File: config.mk
export PLATFORM = sky130hd
export DESIGN_NAME = alu_issue_unit
export DESIGN_NICKNAME = d
export VERILOG_FILES = /design/src/rtl/alu_defs.sv /design/src/rtl/alu_regfile.sv /design/src/rtl/alu_issue_unit.sv
export SDC_FILE = /design/constraint.sdc
export NUM_CORES = 1
export LEC_CHECK = 0
export CAP_MARGIN = 10
export CORE_UTILIZATION = 51
export DETAILED_ROUTE_END_ITERATION = 8
export PLACE_DENSITY = 0.86
export SLEW_MARGIN = 15
export SYNTH_ARGS = -nofsm -noshare
export SYNTH_HDL_FRONTEND = slang
export SYNTH_SLANG_ARGS = --single-unit
File: constraint.sdc
create_clock -name clk -period 2.72 [get_ports clk]
set_input_delay 0.68 -clock clk [delete_from_list [all_inputs] [get_ports clk]]
set_output_delay 0.68 -clock clk [all_outputs]
set_load 0.1 [all_outputs]
File: src/rtl/alu_defs.sv
// Shared opcode constants and FSM state encoding for the ALU issue unit.
package alu_defs;

    // ALU opcodes as driven on alu_op
    localparam logic [3:0] OP_ADD = 4'b0000;
    localparam logic [3:0] OP_SUB = 4'b0001;
    localparam logic [3:0] OP_AND = 4'b0010;
    localparam logic [3:0] OP_OR  = 4'b0011;
    localparam logic [3:0] OP_XOR = 4'b0100;
    localparam logic [3:0] OP_NOR = 4'b0101;

    // Highest legal command opcode; 6 and 7 are flagged as errors
    localparam logic [2:0] OP_MAX_LEGAL = 3'd5;

    typedef enum logic [1:0] {
        ST_IDLE = 2'd0,
        ST_EXEC = 2'd1,
        ST_RESP = 2'd2
    } state_e;

endpackage

File: src/rtl/alu_regfile.sv
// Register file: three combinational read ports, one synchronous write port, r0 reads as zero.
module alu_regfile #(
    parameter int unsigned DATA_W     = 32,
    parameter int unsigned REG_ADDR_W = 3
) (
    input  logic                  clk,
    input  logic                  rst_n,
    input  logic [REG_ADDR_W-1:0] rs_addr,
    output logic [DATA_W-1:0]     rs_data,
    input  logic [REG_ADDR_W-1:0] rt_addr,
    output logic [DATA_W-1:0]     rt_data,
    input  logic [REG_ADDR_W-1:0] dbg_addr,
    output logic [DATA_W-1:0]     dbg_data,
    input  logic                  wr_en,
    input  logic [REG_ADDR_W-1:0] wr_addr,
    input  logic [DATA_W-1:0]     wr_data
);

    localparam int NUM_REGS = 2 ** REG_ADDR_W;

    logic [DATA_W-1:0] regs_q [NUM_REGS];

    // Storage: async clear of every entry, writes to r0 dropped
    always_ff @(posedge clk or negedge rst_n) begin
        if (!rst_n) begin
            for (int i = 0; i < NUM_REGS; i++) begin
                regs_q[i] <= '0;
            end
        end else if (wr_en && (wr_addr != '0)) begin
            regs_q[wr_addr] <= wr_data;
        end
    end

    // Read ports; r0 forced to zero regardless of storage contents
    always_comb begin
        rs_data  = (rs_addr == '0) ? '0 : regs_q[rs_addr];
        rt_data  = (rt_addr == '0) ? '0 : regs_q[rt_addr];
        dbg_data = (dbg_addr == '0) ? '0 : regs_q[dbg_addr];
    end

endmodule

File: src/rtl/alu_issue_unit.sv
// Operand fetch / issue stage for the combinational alu: one command in flight,
// IDLE -> EXEC -> RESP, result written back at the end of EXEC.
module alu_issue_unit
    import alu_defs::*;
#(
    parameter int unsigned DATA_W     = 32,
    parameter int unsigned REG_ADDR_W = 3,
    parameter int unsigned IMM_W      = 16
) (
    input  logic                  clk,
    input  logic                  rst_n,
    input  logic                  cmd_valid,
    output logic                  cmd_ready,
    input  logic [2:0]            cmd_op,
    input  logic [REG_ADDR_W-1:0] cmd_rd,
    input  logic [REG_ADDR_W-1:0] cmd_rs,
    input  logic [REG_ADDR_W-1:0] cmd_rt,
    input  logic                  cmd_imm_en,
    input  logic [IMM_W-1:0]      cmd_imm,
    output logic [DATA_W-1:0]     alu_a,
    output logic [DATA_W-1:0]     alu_b,
    output logic [3:0]            alu_op,
    input  logic [DATA_W-1:0]     alu_result,
    output logic                  rsp_valid,
    input  logic                  rsp_ready,
    output logic [REG_ADDR_W-1:0] rsp_rd,
    output logic [DATA_W-1:0]     rsp_data,
    output logic                  rsp_err,
    input  logic [REG_ADDR_W-1:0] dbg_addr,
    output logic [DATA_W-1:0]     dbg_data
);

    state_e                state_q, state_d;
    logic [DATA_W-1:0]     alu_a_q, alu_b_q;
    logic [3:0]            alu_op_q;
    logic [REG_ADDR_W-1:0] rd_q;
    logic                  err_q;
    logic                  rsp_valid_q;
    logic [REG_ADDR_W-1:0] rsp_rd_q;
    logic [DATA_W-1:0]     rsp_data_q;
    logic                  rsp_err_q;

    logic [DATA_W-1:0]     rs_data, rt_data;
    logic [DATA_W-1:0]     imm_sext;
    logic                  accept, complete, rsp_fire;
    logic                  wr_en;

    assign imm_sext = {{(DATA_W - IMM_W){cmd_imm[IMM_W-1]}}, cmd_imm};

    // Handshake qualifiers per state; ready gated low while reset is held
    always_comb begin
        cmd_ready = (state_q == ST_IDLE) && rst_n;
        accept    = (state_q == ST_IDLE) && cmd_valid;
        complete  = (state_q == ST_EXEC);
        rsp_fire  = (state_q == ST_RESP) && rsp_ready;
        wr_en     = complete && !err_q;
    end

    alu_regfile #(
        .DATA_W     (DATA_W),
        .REG_ADDR_W (REG_ADDR_W)
    ) u_regfile (
        .clk      (clk),
        .rst_n    (rst_n),
        .rs_addr  (cmd_rs),
        .rs_data  (rs_data),
        .rt_addr  (cmd_rt),
        .rt_data  (rt_data),
        .dbg_addr (dbg_addr),
        .dbg_data (dbg_data),
        .wr_en    (wr_en),
        .wr_addr  (rd_q),
        .wr_data  (alu_result)
    );

    // Next-state logic
    always_comb begin
        state_d = state_q;
        unique case (state_q)
            ST_IDLE: if (cmd_valid) state_d = ST_EXEC;
            ST_EXEC: state_d = ST_RESP;
            ST_RESP: if (rsp_ready) state_d = ST_IDLE;
            default: state_d = ST_IDLE;
        endcase
    end

    // State register
    always_ff @(posedge clk or negedge rst_n) begin
        if (!rst_n) begin
            state_q <= ST_IDLE;
        end else begin
            state_q <= state_d;
        end
    end

    // Operand/opcode capture on accept; values persist until the next accept
    always_ff @(posedge clk or negedge rst_n) begin
        if (!rst_n) begin
            alu_a_q  <= '0;
            alu_b_q  <= '0;
            alu_op_q <= 4'b0000;
            rd_q     <= '0;
            err_q    <= 1'b0;
        end else if (accept) begin
            alu_a_q  <= rs_data;
            alu_b_q  <= cmd_imm_en ? imm_sext : rt_data;
            alu_op_q <= {1'b0, cmd_op};
            rd_q     <= cmd_rd;
            err_q    <= (cmd_op > OP_MAX_LEGAL);
        end
    end

    // Response payload: loaded at end of EXEC, held through RESP
    always_ff @(posedge clk or negedge rst_n) begin
        if (!rst_n) begin
            rsp_rd_q   <= '0;
            rsp_data_q <= '0;
            rsp_err_q  <= 1'b0;
        end else if (complete) begin
            rsp_rd_q   <= rd_q;
            rsp_data_q <= err_q ? '0 : alu_result;
            rsp_err_q  <= err_q;
        end
    end

    // Response valid: set on completion, cleared by the consumer handshake
    always_ff @(posedge clk or negedge rst_n) begin
        if (!rst_n) begin
            rsp_valid_q <= 1'b0;
        end else if (complete) begin
            rsp_valid_q <= 1'b1;
        end else if (rsp_fire) begin
            rsp_valid_q <= 1'b0;
        end
    end

    assign alu_a     = alu_a_q;
    assign alu_b     = alu_b_q;
    assign alu_op    = alu_op_q;
    assign rsp_valid = rsp_valid_q;
    assign rsp_rd    = rsp_rd_q;
    assign rsp_data  = rsp_data_q;
    assign rsp_err   = rsp_err_q;

endmodule

Word-level counts from Yosys, hierarchy flattened --
Index checks and enable logic that the tools add are counted.
Storage, ports and cells: register bits 366, input port bits 68, output and inout port bits 138, word-level logic and storage cells 68
Cells by class: magnitude comparators 6, equal/unequal tests 4, muxes and demuxes 22, bitwise gates (word level) 4, reduce and logical (&&, ||, !) cells 14
Operators with widths (number):
- 2-to-1 mux 32 bit | 12
- binary-select mux 32 bit (select 3 bit) | 3
- bitwise mux 256 bit | 1
- demux 32 bit (select 3 bit) | 1
- greater-or-equal comparator 4 bit (second input constant) | 4
- inverter 3 -> 4 bit | 4
- logical NOT 3 bit | 3
- logical AND 1 bit | 6
- case mux 2 bit (3 select lines) | 1
- less-than comparator 4 x 1 -> 1 bit (second input constant) | 1
- 2-to-1 mux 2 bit | 2
- inequality test 2 bit (second input constant) | 2
- > comparator 3 bit (second input constant) | 1
- nonzero test 3 bit | 1
- equality test 2 x 1 -> 1 bit (second input constant) | 1
- equality test 2 bit (second input constant) | 1
- logical NOT 2 bit | 1
- 2-to-1 mux 1 bit | 2
- AND reduction 2 bit | 1
- nonzero test 2 bit | 1
- logical NOT 1 bit | 1

Depth between registers and ports, before layout --
Gate-level depths: netlist of the first run.
depth in word-level cells 6, gate-level depth with buffers 7, mapped depth without buffers 4

Cells and area by module --
A second synthesis of the first run with hierarchy kept.
Unflattened totals: cells, all modules 1386, area total of the unflattened synthesis 19252.2 um2
By module, submodules not included:
- alu_regfile | times used 1, cells each 1071, area each 14078.5 um2, sequential area each 5605.4 um2
- alu_issue_unit | times used 1, cells each 315, area each 5173.7 um2, sequential area each 2752.6 um2

Worst setup path before layout of the first run --
Ideal clock, no wire load.
kind input port to output port, start point in dbg_addr[0], end point out dbg_data[0], arrival 3.848 ns, data required time 2.040 ns, slack -1.808 ns, cell stages on the path 5, path buffers 2, cell sequence clkbuf_1 > nor2b_1 > clkbuf_1 > a22oi_1 > o21ai_0
On the way: word-level cells in the longest chain between the ends 5, elaborated cells between the ends (all ways) 6, classes of those cells mux: 4; bitwise: 1; reduce/logical: 1
RTL lines:
- start: declaration | line alu_issue_unit.sv:29 | input logic [REG_ADDR_W-1:0] dbg_addr,
- inverter 3 -> 4 bit (not written as such) | line alu_regfile.sv:38 | dbg_data = (dbg_addr == '0) ? '0 : regs_q[dbg_addr];
- binary-select mux 32 bit (select 3 bit) | line alu_regfile.sv:38
- 2-to-1 mux 32 bit (not written as such) (2 in series) | line alu_regfile.sv:38
- 2-to-1 mux 32 bit (*) | line alu_regfile.sv:38
- end: declaration | line alu_issue_unit.sv:30 | output logic [DATA_W-1:0] dbg_data
Every way passes the cells marked *; elsewhere a longest branch is shown, timed or not. The select of a mux whose other input is x is not followed.

Worst setup path in the final report of the first run --
start point in dbg_addr[0], end point out dbg_data[14]
Same word-level chain as after synthesis.

==> results of run 1 <==
==> cells by family after synthesis <==
family | after synthesis | synth area share
AO/OA/AOI/OAI | 306 | 0.119
multiplexers | 459 | 0.325
flip-flops | 334 | 0.465
buffers and inverters | 136 | 0.0337
other | 1 | 0.000209
AND/OR/NAND/NOR | 225 | 0.0575
==> cells in the final DEF, fill, tap and decap left out, types with 8 or more instances in the layout <==
cell type        instances
mux2i_1                 69
dfrtp_1                333
nand3b_1                 8
nor2_1                  15
clkbuf_1                 8
a221oi_1                29
o221a_2                 24
o21ai_0                 69
clkbuf_8                 9
o31ai_1                 14
a211oi_1                15
nand2b_1                34
o21ai_4                 30
clkbuf_16               37
nand2_1                136
o22ai_1                 26
buf_12                  50
mux2_4                  30
o221ai_1                12
clkdlybuf4s50_1         56
mux4_2                  57
a21oi_1                 19
mux2_2                 298
a22oi_1                 49
buf_4                  164
==> per-layer routing <==
| metal | vias up | share of wire | track usage |
|---|---|---|---|
| li1 | 5882 | - | - |
| met1 | 7079 | 0.39 | 0.405 |
| met2 | 888 | 0.47 | 0.482 |
| met3 | 157 | 0.10 | 0.0690 |
| met4 | 0 | 0.037 | 0.126 |
| met5 | - | 0 | 0 |
==> worst max-delay path: stages <==
cell and delay [ns]:
buf_6 0.17, buf_12 0.18, mux4_2 0.49, a21o_2 0.28, buf_12 0.18
==> worst min-delay path by stage <==
stage	endpoint	startpoint	slack [ns]	cells past startpoint
final	u_regfile.regs_q[147]	rst_n	0.27	2
after global routing	u_regfile.regs_q[51]	rst_n	0.35	2
after CTS	rsp_data[16]	rst_n	0.33	2
after detailed placement	alu_a[12]	alu_a[12]	0.47	2
after global placement	alu_a[16]	alu_a[16]	0.46	2
after floorplan	alu_a[0]	rst_n	0.38	0
==> flip-flops by register name, indices dropped and copies added (netlist names) <==
name and flops:
alu_a 32, state_q 2, u_regfile.regs_q 224, rsp_data 32
alu_b 32, rsp_rd 3, rd_q 3, err_q 1
rsp_err 1, rsp_valid 1, alu_op 3
==> layout make-up <==
class	count	area, um2	share of cell area
Clock buffer	54	1080	0.0482
Timing Repair Buffer	278	2850	0.127
Multi-Input combinational cell	991	9410	0.420
Clock inverter	8	115	0.00514
Inverter	5	18.8	0.000838
Tap cell	455	569	0.0254
Sequential cell	334	8360	0.373
==> stage by stage <==
step                      utilization  TNS (ns)  power [mW]  hold slack (ns)
after floorplan                     -     -1.15        21.7            0.384
after global placement          0.612   -0.0252        25.7            0.464
after detailed placement        0.612   -0.0814        26.3            0.466
after CTS                       0.647         0        31.4            0.329
after global routing            0.647         0        32.6            0.346
final                           0.647         0        31.4            0.268
==> cell usage after synthesis (all sizes together) <==
master / n / area [um2]
dfrtp: 334 / 8360
mux2: 333 / 3860
nand2: 141 / 529
o21ai: 100 / 500
clkbuf: 77 / 289
mux2i: 69 / 691
mux4: 57 / 1280
buf: 54 / 298
a22oi: 49 / 368
nand2b: 36 / 225
a221oi: 29 / 254
o22ai: 26 / 163
o221a: 24 / 270
a21oi: 20 / 104
nor2: 16 / 60.1
a211oi: 15 / 113
o31ai: 14 / 105
o221ai: 12 / 105
nand3b: 8 / 60.1
nor2b: 8 / 50.1
a221o: 7 / 70.1
and3: 6 / 37.5
inv: 5 / 18.8
o22a: 4 / 35.0
nand3: 3 / 15.0
a31oi: 2 / 12.5
nor3b: 2 / 15.0
or3b: 2 / 17.5
a21o: 1 / 7.51
a22o: 1 / 8.76
a311oi: 1 / 8.76
conb: 1 / 3.75
nor3: 1 / 5.00
nor4: 1 / 12.5
o211ai: 1 / 7.51
or3: 1 / 6.26
==> power by group <==
part / internal (mW) / leakage, nW / switching, mW / total, mW
Sequential: 7.42 / 4.06 / 2.36 / 9.78
Combinational: 6.08 / 5.09 / 10.6 / 16.6
Clock: 3.02 / 0.592 / 1.98 / 5.00
==> results by group, run 1 <==
Status
  • Outcome: complete, no violations

Placement
  • Post-DP HPWL: between 30000 and 40000 um
  • Area after DPL: 21200 um2
  • # port buffers: 204
  • Place WS: -0.0443 ns
  • RD Place Congestion: 0.857
  • Placed insts: 2063

Clock network
  • Clock Latency Late Sink: approximately 0.52 ns
  • # resized after CTS: 1
  • H-Tree Depth: 2
  • Root Driver: clkbuf_16
  • CTS Buffer Depth: 3
  • CTS sink cnt: 334
  • TritonCTS clock tree: built
  • Clock-pin slew on the worst setup and hold paths: about 0.060 ns
  • Total CTS buffers: 36
  • Setup bufs post-CTS: 0
  • CTS Hold Bufs: 0

Timing
  • Slew headroom: 0.393
  • Final worst slack: 0.0364 ns
  • Worst slew pin tran: 0.911 ns
  • Final Hold Violating Endpoints: 0
  • Max Clock Freq: ~370 MHz
  • Slew Viols, Final: 0
  • Worst Skew: 0.0145 ns
  • Final min period: 2.68 ns
  • Setup violators final: 0
  • Unrepaired setup endpoints after global routing: false
  • Final worst-path cycle share: 0.987

Job
  • Max_cap viols: 0

Worst setup path
  • CP required: about 2.0 ns
  • Critical R2R Capture: u_regfile.regs_q[206]
  • Worst-path maximum fanout: 12
  • Nature of the critical path endpoint: output pin
  • Critical Path Start Type: input pin
  • Kind of critical path: input pin to output pin
  • Arrival time worst endpoint: 2.00 ns
  • FF-to-FF path depth: 5
  • Setup crit start: dbg_addr[0]
  • Worst setup endpoint: dbg_data[14]
  • FF-to-FF Start: state_q[1]
  • Reg2Reg Setup Slack: 0.32 ns

Synthesis
  • Syn nets: 1529
  • Synth Cell Area: between 15000 and 20000 um2
  • Synth warnings: 0
  • #FFs+latches synth: about 330
  • Register area share after synthesis: 0.465
  • Synth unique cells: 44
  • Average size of a mapped cell: 12.3 um2
  • Cells after Synth: 1461

Finish
  • Diodes inserted: 0
  • Layout cells sized above 1: 0.440
  • Non-Filler Instances: about 2100
  • Synthesis-to-layout area growth: 24.7%
  • Fillers: 2407
  • Nets: ~1700
  • Post-route cell area: 22400 um2

Die
  • Core area: about 35000 um2
  • Die area: 36000 um2
  • Boundary Pins: 206
  • Core Rows: 68
  • Initial cell density of the core: 0.519
  • Die span in x: 190 um
  • Die Y: 190 um

Global routing
  • Global-route wire length before repair: 84500 um
  • Largest net degree at the start of global routing: 147
  • Initial antenna violation count: 0
  • Vias in the first global route: between 10000 and 15000
  • Grt total ovfl: 0
  • All-layer global routing usage: 0.304

Power and ir drop
  • IR drop worst, VDD: 1520 uV
  • Total leakage power: roughly 9.7 nW
  • Pwr dens: 1400 nW/um2

Route
  • DRT Pass-1 Iters: 7
  • DR WL/cell: 25.7 um
  • Vias per inst: 6.59
  • Vias post-DR: 14006
  • DRC Markers: 0
  • Final WL: 54600 um
  • Post-route ant nets: 0
  • Drt initial violations: 1604

Min path
  • Hold crit path type: input pin to async pin
Note: power is estimated with default switching activity, not from simulation.
==> run 2: changes to the inputs <==
CORE_UTILIZATION = 55   (was 51)
CTS_CLUSTER_SIZE = 40   (was default)
PLACE_DENSITY = 0.88   (was 0.86)
SKIP_LAST_GASP = 1   (was default)
clock period = 2.97 ns   (was 2.72 ns; I/O delays follow)
==> results by group, run 2 (synthesized netlist as in run 1, its figures left out) <==
Timing
  • Setup TNS: 0 ns
  • Final Hold Violating Endpoints: 0
  • Worst Skew: 0.00747 ns
  • Worst slew pin tran: 1.27 ns
  • Final worst slack: 0.0999 ns
  • Max Clock Freq: 348 MHz
  • Unrepaired setup endpoints after global routing: false
  • Hold slack final: between 0.02 and 0.025 ns
  • Final min period: between 2 and 3 ns
  • Final worst-path cycle share: 0.966
  • Slew Viols, Final: 0
  • Setup violators final: 0
  • Slew headroom: 0.148

Route
  • Vias per inst: 6.75
  • Drt initial violations: 1498
  • DR WL/cell: roughly 26 um
  • Post-route ant nets: 0
  • DRC Markers: 0
  • Vias post-DR: 14115
  • DRT Pass-1 Iters: 6
  • Final WL: 55100 um

Finish
  • Highest-count cells in the layout ignoring fill and taps: 333 x dfrtp_1, 298 x mux2_2, 145 x buf_4, 137 x nand2_1
  • Synthesis-to-layout area growth: 24.3%
  • Max reg flops: 224
  • Nets: ~1700
  • Fillers: roughly 2200
  • Most common cell after layout, fill and taps aside: dfrtp_1
  • Top reg by flops: u_regfile.regs_q
  • Post-route cell area: 22300 um2
  • Layout cells sized above 1: 0.433

Clock network
  • CTS Buffer Depth: 3
  • Total CTS buffers: 37
  • Root Driver: clkbuf_16
  • CTS sink cnt: 334
  • Setup bufs post-CTS: 0
  • CTS Hold Bufs: 0
  • # resized after CTS: 0
  • Clock-pin slew on the worst setup and hold paths: 0.06 ns
  • Clock Latency Late Sink: 0.53 ns
  • H-Tree Depth: 2
  • TritonCTS clock tree: built

Power and ir drop
  • Total leakage power: 9.68 nW
  • Pwr dens: 1310 nW/um2
  • IR drop worst, VDD: roughly 1100 uV

Worst setup path
  • Worst-path maximum fanout: 12
  • FF-to-FF Start: state_q[1]
  • CP required: between 2 and 2.5 ns
  • Kind of critical path: input pin to output pin
  • Arrival time worst endpoint: around 2.1 ns
  • Critical R2R Capture: u_regfile.regs_q[217]
  • Reg2Reg Setup Slack: 0.41 ns
  • Nature of the critical path endpoint: output pin
  • Critical Path Start Type: input pin
  • FF-to-FF path depth: 5

Global routing
  • Global-route wire length before repair: 85800 um
  • All-layer global routing usage: 0.336
  • Largest net degree at the start of global routing: roughly 160
  • Initial antenna violation count: 2
  • Vias in the first global route: 14670
  • Grt total ovfl: 0

Die
  • Initial cell density of the core: 0.564
  • Core area: 31900 um2
  • Boundary Pins: 206
  • Die span in x: about 180 um
  • Die Y: 183 um
  • Die area: 33400 um2
  • Core Rows: 65

Min path
  • Hold crit path type: input pin to async pin

Placement
  • Post-DP HPWL: 33400 um
  • # port buffers: 204
  • RD Place Congestion: 0.883
  • Place WS: 0.118 ns
  • Area after DPL: 21000 um2

Job
  • Max_cap viols: 0

Status
  • Outcome: complete, no violations
## run 2: changes by cell type in the layout (fill, tap and decap cells not counted), sizes merged
cell      delta
diode        +2
bufinv       +3
inv          +1
clkbuf       -1
clkinv       -1
buf         -20
clkinvlp     +1
## run 2: layout make-up
type                       instances  area [um2]  area share
antenna                            2        5.00    0.000224
clock buffer                      53        1080      0.0483
clock inverter                    12         224      0.0100
inverter                           5        18.8    0.000840
multi-input combinational        991        9410       0.421
sequential                       334        8360       0.374
tap                              435         544      0.0244
timing repair buffer             258        2700       0.121
## run 2: worst max path at each step
stage / from / endpoint / slack (ns) / cells past startpoint
finish: dbg_addr[0] / dbg_data[15] / 0.1 / 6
CTS: dbg_addr[0] / dbg_data[15] / 0.11 / 6
floorplan: dbg_addr[0] / dbg_data[0] / -0.24 / 5
detailed placement: dbg_addr[0] / dbg_data[12] / 0.12 / 6
global route: dbg_addr[0] / dbg_data[15] / 0.06 / 6
global placement: dbg_addr[0] / dbg_data[12] / 0.14 / 6
## run 2: through the flow
step,util,power [mW],std cells
final,0.700,29.2,2090
after detailed placement,0.659,24.0,2023
after floorplan,-,19.9,1461
after global routing,0.700,30.2,2089
after global placement,0.659,23.5,2023
after CTS,0.700,29.1,2088
## run 2: metal layers
metal | track usage | part of all wire | routed length, um | vias to the layer above
met2 | 0.535 | 0.47 | 26200 | 930
met1 | 0.444 | 0.39 | 21400 | 7117
li1 | - | - | - | 5862
met4 | 0.157 | 0.044 | 2410 | 0
met5 | 0 | 0 | 0 | -
met3 | 0.0667 | 0.093 | 5130 | 206
## run 2: worst max-delay path, cell delays in order
cell and delay [ns]:
buf_4 0.17, buf_4 0.27, mux4_2 0.54, nand2_1 0.13, o21ai_4 0.09, buf_12 0.18
## run 2: power by group
part           internal (mW)  total (mW)  switching, mW
Clock                   3.05        4.94           1.89
Sequential              6.80        9.03           2.23
Combinational           5.52        15.2           9.70
